## config.mk

```make
export PLATFORM = sky130hd
export DESIGN_NAME = game_update_ctrl
export DESIGN_NICKNAME = d
export VERILOG_FILES = /design/src/rtl/game_update_ctrl.sv
export SDC_FILE = /design/constraint.sdc
export NUM_CORES = 1
export LEC_CHECK = 0
export CAP_MARGIN = 20
export CELL_PAD_IN_SITES_DETAIL_PLACEMENT = 1
export CELL_PAD_IN_SITES_GLOBAL_PLACEMENT = 2
export CORE_MARGIN = 8
export CORE_UTILIZATION = 28
export CTS_CLUSTER_SIZE = 20
export DETAILED_ROUTE_END_ITERATION = 6
export GPL_TIMING_DRIVEN = 0
export HOLD_SLACK_MARGIN = 0.08
export PLACE_DENSITY_LB_ADDON = 0.1
export SKIP_CTS_REPAIR_TIMING = 1
export SLEW_MARGIN = 5
export SYNTH_ARGS = -nofsm -noshare
export SYNTH_HDL_FRONTEND = slang
export SYNTH_SLANG_ARGS = --single-unit
```

## constraint.sdc

```tcl
create_clock -name clk_i -period 2.1 [get_ports clk_i]
set_input_delay 0.42 -clock clk_i [delete_from_list [all_inputs] [get_ports clk_i]]
set_output_delay 0.42 -clock clk_i [all_outputs]
set_load 0.005 [all_outputs]
```

## src/rtl/game_update_ctrl.sv

```systemverilog
// game_update_ctrl: once-per-frame sequencer that moves the player, advances/fires the bullet and publishes atomically.
module game_update_ctrl #(
  parameter int CORDW         = 10,
  parameter int H_RES         = 640,
  parameter int V_RES         = 480,
  parameter int PLAYER_W      = 16,
  parameter int PLAYER_Y      = 400,
  parameter int PLAYER_X_INIT = 312,
  parameter int PLAYER_STEP   = 2,
  parameter int BULLET_STEP   = 4,
  parameter int BULLET_H      = 8
) (
  input  logic             clk_i,
  input  logic             reset_i,
  input  logic [CORDW-1:0] sx_i,
  input  logic [CORDW-1:0] sy_i,
  input  logic             left_i,
  input  logic             right_i,
  input  logic             shoot_i,
  output logic [CORDW-1:0] player_x_o,
  output logic [CORDW-1:0] bullet_x_o,
  output logic [CORDW-1:0] bullet_y_o,
  output logic             bullet_active_o,
  output logic [7:0]       shots_o,
  output logic             busy_o,
  output logic             frame_o
);
  typedef enum logic [2:0] {IDLE, SAMPLE, PLAYER, BULLET, FIRE, PUBLISH} state_t;
  localparam logic [CORDW:0]   P_STEP = (CORDW+1)'(PLAYER_STEP);
  localparam logic [CORDW:0]   X_MAX  = (CORDW+1)'(H_RES - PLAYER_W);
  localparam logic [CORDW-1:0] B_STEP = CORDW'(BULLET_STEP);
  state_t           state;
  logic             l_q, r_q, fire_req, prev_shoot, wb_act;
  logic [CORDW-1:0] wp_x, wb_x, wb_y;
  logic [7:0]       shots;
  logic [CORDW:0]   px_w, left_x, right_x;
  // one extra bit so the clamp comparisons cannot wrap
  assign px_w    = {1'b0, wp_x};
  assign left_x  = (px_w >= P_STEP) ? px_w - P_STEP : '0;
  assign right_x = (px_w + P_STEP <= X_MAX) ? px_w + P_STEP : X_MAX;
  always_ff @(posedge clk_i) begin
    if (reset_i) begin
      state           <= IDLE;
      l_q             <= 1'b0;
      r_q             <= 1'b0;
      fire_req        <= 1'b0;
      prev_shoot      <= 1'b1;
      wp_x            <= CORDW'(PLAYER_X_INIT);
      wb_x            <= '0;
      wb_y            <= '0;
      wb_act          <= 1'b0;
      shots           <= '0;
      player_x_o      <= CORDW'(PLAYER_X_INIT);
      bullet_x_o      <= '0;
      bullet_y_o      <= '0;
      bullet_active_o <= 1'b0;
      shots_o         <= '0;
      busy_o          <= 1'b0;
      frame_o         <= 1'b0;
    end else begin
      frame_o <= 1'b0;
      case (state)
        IDLE: if (sx_i == '0 && sy_i == CORDW'(V_RES)) begin
          state  <= SAMPLE;
          busy_o <= 1'b1;
        end
        SAMPLE: begin
          l_q        <= left_i;
          r_q        <= right_i;
          fire_req   <= shoot_i && !prev_shoot;
          prev_shoot <= shoot_i;
          state      <= PLAYER;
        end
        PLAYER: begin
          if (l_q && !r_q) wp_x <= left_x[CORDW-1:0];
          else if (r_q && !l_q) wp_x <= right_x[CORDW-1:0];
          state <= BULLET;
        end
        BULLET: begin
          if (wb_act) begin
            if (wb_y < B_STEP) wb_act <= 1'b0;
            else wb_y <= wb_y - B_STEP;
          end
          state <= FIRE;
        end
        // runs after BULLET so a retiring bullet can be replaced in the same frame
        FIRE: begin
          if (fire_req && !wb_act) begin
            wb_act <= 1'b1;
            wb_x   <= wp_x + CORDW'(PLAYER_W/2 - 1);
            wb_y   <= CORDW'(PLAYER_Y - BULLET_H);
            shots  <= shots + 8'd1;
          end
          state <= PUBLISH;
        end
        PUBLISH: begin
          player_x_o      <= wp_x;
          bullet_x_o      <= wb_x;
          bullet_y_o      <= wb_y;
          bullet_active_o <= wb_act;
          shots_o         <= shots;
          frame_o         <= 1'b1;
          busy_o          <= 1'b0;
          state           <= IDLE;
        end
        default: state <= IDLE;
      endcase
    end
  end
endmodule

```

======== Word-level counts from Yosys, hierarchy flattened ========
Index checks and enable logic that the tools add are counted.
word-level totals
  output and inout bits ................... 41
  input port bits ......................... 25
  logic and storage cells ................. 71
  flip-flop bits (word level) ............. 87
cells by class
  reduce and logical (&&, ||, !) cells .... 19
  equality and inequality tests ........... 10
  $add $sub $neg .......................... 5
  $lt $le $gt $ge ......................... 3
  multiplexer cells ....................... 17
operator list
  kind                                                                 count
  2-to-1 mux 10 bit                                                    7
  one-hot mux 10 bit (2 select lines)                                  1
  one-hot mux 3 bit (5 select lines)                                   1
  adder 10 x 2 -> 11 bit (second input constant)                       1
  less-or-equal comparator 11 x 10 -> 1 bit (second input constant)    1
  adder 10 x 3 -> 10 bit (second input constant)                       1
  == test 10 x 9 -> 1 bit (second input constant)                      1
  greater-or-equal comparator 10 x 2 -> 1 bit (second input constant)  1
  zero test 10 bit                                                     1
  < comparator 10 x 3 -> 1 bit (second input constant)                 1
  subtractor 10 x 2 -> 10 bit (second input constant)                  1
  subtractor 10 x 3 -> 10 bit (second input constant)                  1
  adder 8 x 1 -> 8 bit (second input constant)                         1
  != test 2 bit (second input constant)                                4
  AND reduction 2 bit                                                  4
  == test 3 x 2 -> 1 bit (second input constant)                       2
  == test 3 bit (second input constant)                                2
  nonzero test 2 bit                                                   3
  logical AND 1 bit                                                    5
  2-to-1 mux 1 bit                                                     5
  zero test 1 bit                                                      4
  one-hot mux 1 bit (2 select lines)                                   2
  AND reduction 4 bit                                                  1
  == test 3 x 1 -> 1 bit (second input constant)                       1
  2 further kinds                                                      2

======== Longest topological paths before layout ========
Gate-level depths: netlist of the first run.
  depth in word-level cells ............... 5
  gate-level depth with buffers ........... 9
  mapped depth without buffers ............ 7

======== Least setup slack after synthesis of the first run ========
Ideal clock, no wire load.
  kind .................................... register to register
  from .................................... register wp_x[2]
  to ...................................... register wp_x[9]
  arrival ................................. 1.919 ns
  setup slack ............................. 0.123 ns
  clock period less this slack ............ 1.977 ns
  data required time ...................... 2.042 ns
  stages on the path, launching flop included .. 9
  setup time .............................. 0.058 ns
  buffers on the path ..................... 1
  cell sequence ........................... dfxtp_1 -> buf_2 -> inv_1 -> ha_1 -> or3b_1 -> nor3_1 -> or3b_1 -> a21oi_1 -> a31o_2
between the ends
  cells in the longest elaborated chain, start to end .. 5
  elaborated cells between the ends (all ways) .. 8
  those cells by class .................... add/sub (2); order compare (2); mux (4)
RTL lines
  item                                       RTL line  text
  start: declaration                         34        logic [CORDW-1:0] wp_x, wb_x, wb_y;
  start signal: assignment                   48        wp_x <= CORDW'(PLAYER_X_INIT);
  start signal: assignment                   75        if (l_q && !r_q) wp_x <= left_x[CORDW-1:0];
  start signal: assignment                   76        else if (r_q && !l_q) wp_x <= right_x[CORDW-1:0];
  adder 10 x 2 -> 11 bit                     40        assign right_x = (px_w + P_STEP <= X_MAX) ? px_w + P_STEP : X_MAX;
  less-or-equal comparator 11 x 10 -> 1 bit  40
  2-to-1 mux 10 bit                          40
  2-to-1 mux 10 bit                          76
  2-to-1 mux 10 bit (*)                      75
Mark *: on every way between the ends. The rest lies on a longest branch, timed or not. The select of a mux whose other input is x is not followed.
A chain may end at the register's enable or synchronous reset.

======== Worst setup path in the final report of the first run ========
  from .................................... register wp_x[2]
  to ...................................... register wp_x[5]
The elaborated chain is that of the path after synthesis.

==> results of run 1 <==
## placed cells by master (no fill, tap or decap), types with 4 or more instances in the layout
master,count
sky130_fd_sc_hd__nand4_1,6
sky130_fd_sc_hd__a211oi_1,9
sky130_fd_sc_hd__buf_2,5
sky130_fd_sc_hd__clkdlybuf4s50_1,62
sky130_fd_sc_hd__clkbuf_16,9
sky130_fd_sc_hd__nand3_1,9
sky130_fd_sc_hd__ha_1,4
sky130_fd_sc_hd__o21ai_0,13
sky130_fd_sc_hd__clkbuf_1,12
sky130_fd_sc_hd__xnor2_1,10
sky130_fd_sc_hd__nand2_1,88
sky130_fd_sc_hd__nor4_1,7
sky130_fd_sc_hd__a21oi_1,50
sky130_fd_sc_hd__o31ai_1,4
sky130_fd_sc_hd__xor2_1,11
sky130_fd_sc_hd__buf_4,13
sky130_fd_sc_hd__dfxtp_1,79
sky130_fd_sc_hd__or3_1,7
sky130_fd_sc_hd__nor3_1,16
sky130_fd_sc_hd__inv_1,11
sky130_fd_sc_hd__clkbuf_2,8
sky130_fd_sc_hd__o211ai_1,5
sky130_fd_sc_hd__buf_6,7
sky130_fd_sc_hd__or2_2,4
sky130_fd_sc_hd__o21ai_1,4
sky130_fd_sc_hd__nor2_1,37
## cells by family (layout without fill, tap and decap cells)
logic type / after synthesis / after routing / synth area share
buffers and inverters: 51 / 139 / 0.0628
multiplexers: 3 / 3 / 0.00769
adder cells (fa/ha/maj): 7 / 7 / 0.0224
flip-flops: 81 / 81 / 0.415
other: 1 / 3 / 0.000960
AO/OA/AOI/OAI: 118 / 118 / 0.190
XOR/XNOR: 21 / 21 / 0.0471
AND/OR/NAND/NOR: 202 / 202 / 0.254
## registers in the layout (all words and copies together), names as in the netlist, 3 cells and up
register,flops
bullet_x_o,10
wb_x,10
wb_y,8
player_x_o,9
shots_o,8
shots,8
bullet_y_o,8
state,3
wp_x,9
## path summary, 6_finish.rpt
path	end	slack (ns)
max reg2reg	wp_x[5]$_SDFFE_PP1P_	0.02
min reg2reg	bullet_x_o[3]$_SDFFE_PP0P_	0.46
max	wp_x[5]$_SDFFE_PP1P_	0.02
min	bullet_x_o[3]$_SDFFE_PP0P_	0.46
## power groups by stage
stage	clock network, uW	logic, uW	registers [uW]
2_1_floorplan	0	31.8	1570
6_report	1720	98.3	1530
4_1_cts	1770	100	1540
3_3_place_gp	0	99.4	1570
3_5_place_dp	0	99.9	1570
5_1_grt	1830	108	1530
## routing by layer
| layer | share of wire | global-route usage |
|---|---|---|
| met1 | 0.49 | 0.195 |
| met2 | 0.45 | 0.233 |
| met3 | 0.045 | 0.0396 |
| met4 | 0.011 | 0.0455 |
| met5 | 0 | 0 |
## per-stage QoR
| step | instance area, um2 | instances |
|---|---|---|
| final | 5280 | 754 |
| after global routing | 5280 | 754 |
| after CTS | 5080 | 744 |
| after detailed placement | 4760 | 728 |
| after global placement | 4760 | 728 |
| after floorplan | 3920 | 486 |
## synthesized netlist by cell type, types with 8 or more instances
library cell	n
sky130_fd_sc_hd__a211oi_1	9
sky130_fd_sc_hd__a21oi_1	51
sky130_fd_sc_hd__buf_2	10
sky130_fd_sc_hd__clkbuf_1	17
sky130_fd_sc_hd__dfxtp_1	81
sky130_fd_sc_hd__inv_1	12
sky130_fd_sc_hd__nand2_1	88
sky130_fd_sc_hd__nand3_1	9
sky130_fd_sc_hd__nor2_1	38
sky130_fd_sc_hd__nor3_1	18
sky130_fd_sc_hd__o21ai_0	16
sky130_fd_sc_hd__or3_1	8
sky130_fd_sc_hd__xnor2_1	10
sky130_fd_sc_hd__xor2_1	11
## worst register-to-register path: cells and delay by family, from the launching register on
kind            cells  cell delay [ns]
simple gates        3             0.85
flops               1             0.36
compound gates      2             0.33
buf+inv             3             0.31
fa+ha+maj           1             0.15
## layout make-up
cell class                 count  area, um2
inverter                      13       52.6
tap                          180        225
clock inverter                 6       91.3
clock buffer                  10        229
timing repair buffer          73        707
multi-input combinational    354       2120
buffer                        37        219
fill                        1669       8500
sequential                    81       1630
==> impl_summary.md, run 1 <==
Timing
The count of final setup violators is 0. For the pin with the worst max-slew slack, the measured transition is 0.682 ns. Headroom to the max-slew limit came out at 0.545. The count of final hold-check violations is 0. After layout, the worst setup slack is 0.0234 ns. The final-layout worst hold slack is 0.455 ns.

The worst path needs between 2 and 2.5 ns of the cycle, external delays included. In the final timing run, aggregate negative setup slack is 0 ns. In the finished design, the share of the clock period the worst path needs comes to 0.989. The post-route clock skew is approximately 0.0054 ns.

The upper clock frequency limit is 482 MHz. Setup repair after global routing could not meet its margin everywhere. The number of max-slew violations in the final report is 0.

Cells and area
The ratio of cells with drive above 1 in the final layout is 0.139. The area growth from synthesis to layout is 35.1%. Once layout is complete, the utilization of the core stands at 0.383. The final antenna diode count is 0. After the last flow step, the layout net total stands at between 600 and 700.

Critical path
The endpoint type of the worst setup path is a flip-flop. The gate family responsible for the most delay along the worst path is simple AND/OR/NAND/NOR gates. The signal on the critical path passes through buf_6, clkinvlp_4, buf_6, ha_4, or3b_4, or3_4, a21oi_2, nor3_1, a21oi_1. The number of cells on the worst reg-to-reg path is 9. The dominant cell type by count on the critical path is sky130_fd_sc_hd__buf_6. The source of the worst register-to-register timing path is wp_x[2]$_SDFFE_PP0P_.

Together, buffers and inverters on the worst path number 3. The start point of the critical path is wp_x[2]$_SDFFE_PP0P_. STA classifies the critical path startpoint as a flip-flop. The cell type of the slowest stage on the worst timing path is sky130_fd_sc_hd__or3b_4.

The critical path runs through a total of 9 cells. For this run, the slowest stage of the critical path takes 0.43 ns. Data on the critical path arrives at its endpoint at 2.35 ns. The class of the most critical setup path is reg2reg. The highest fanout seen on the critical path is 6.

The critical path data required time is between 2 and 2.5 ns.

Global route
For this run, the total global-route usage over all layers was measured as 0.149. The first global-routing pass estimated ~21000 um of wire. The number of global-route vias before repair is 3881. The initial antenna violation count came to 0.

The maximum number of pins on one net before global-route repair is 15. Summed over all layers, the global routing overflow is 0.

Floorplan
The floorplan step defined a core boundary enclosing 13800 um2. The vertical die dimension is about 130 um. In this run the core area contains 43 standard-cell rows. Pin placement for this block handled 66 I/O pins. The horizontal die dimension is 134 um. The effective utilization at floorplan is 0.284.

The die covers 18000 um2.

Outcome
The run finished with clean final reports.

CTS
Counting along the longest clock path gives a buffer depth of 2. The H-tree generated during clock tree synthesis spans 3 levels. The number of clock buffers added by TritonCTS is 9. The latest clock arrival within the worst-skew pair is 0.34 ns.

The clock net in this run drives a total of between 80 and 90 sinks. The buffer cell driving the clock tree root is sky130_fd_sc_hd__clkbuf_16. The CTS tree is built.

The clock slew at the register clock pins of the worst setup and hold paths is 0.06 ns.

Synthesis
The part of the Yosys area used for sequential elements is 0.415. The cell area after technology mapping is 3910 um2. Yosys mapped a number of flops with a built-in enable equal to 0. The leading register cell type out of synthesis is sky130_fd_sc_hd__dfxtp_1. In the post-synthesis netlist, the biggest area contributors are sky130_fd_sc_hd__dfxtp_1 (41%), sky130_fd_sc_hd__nand2_1 (8.5%), sky130_fd_sc_hd__a21oi_1 (6.5%). After synthesis, the share of flip-flops with an asynchronous set or reset is 0. The count of yosys warnings during synthesis is 0. The cell taking the most area after synthesis is sky130_fd_sc_hd__dfxtp_1.

The share of synthesized area in the top cell type comes to 0.415. Counting every instance in the synthesized netlist gives 484. The synthesized flop and latch total is 81. The post-synthesis area per instance is between 8 and 9 um2.

The distinct cell type count after synthesis is 63.

Pwr
The final total power is 3360 uW. The part of the power in registers is 0.457. In this run the power density over the cells is 636 nW/um2. The analysis attributes to net switching a power of 725 uW. Internal power comes to roughly 2600 uW. In this run the static leakage power is 0.00175 uW.

The share of total power dissipated in the clock network is 0.514. The share of total power dissipated in combinational logic is 0.029. The maximum resistive drop on vdd is 0.327 mV.

Of the total power, the share spent switching nets is 0.216.

Placed design
Detailed placement finished with a half-perimeter wire length of 9710 um. Input and output buffers added on the ports amount to 62. The global placement routability congestion is 0.837.

At the placement stage, the worst setup path has a slack of -0.275 ns.

Hold path
The worst hold path was traced through 2 stages. The startpoint identified for the worst hold timing path is wb_x[3]$_SDFFE_PP0P_. The type of the tightest min-delay check is reg2reg.

Route
After the first detailed-routing iteration, the DRC count stood at 195. The remaining number of nets flagged by the antenna check after routing is 0. The detailed-routing iteration count for the pre-antenna-repair pass is 4.

In the routed layout, each cell is associated on average with a via count of 5.02. For this block, the routed nets add up to 13100 um of wire. The total via count after detailed routing is 3782. After detailed routing, the average wire length per cell comes to approximately 17 um. The DRC violation count after routing is 0.

Run
Max-cap violations in this run came to 0.
Power figures use the tool's default switching activity.
==> run 2: changes to the inputs <==
--- a/config.mk
+++ b/config.mk
@@ -5,7 +5,7 @@
 export SDC_FILE = /design/constraint.sdc
 export NUM_CORES = 1
 export LEC_CHECK = 0
-export CAP_MARGIN = 20
+export CAP_MARGIN = 10
 export CELL_PAD_IN_SITES_DETAIL_PLACEMENT = 1
 export CELL_PAD_IN_SITES_GLOBAL_PLACEMENT = 2
 export CORE_MARGIN = 8
==> results of run 2 <==
Final layout, timing and power as in run 1 (identical DEF).
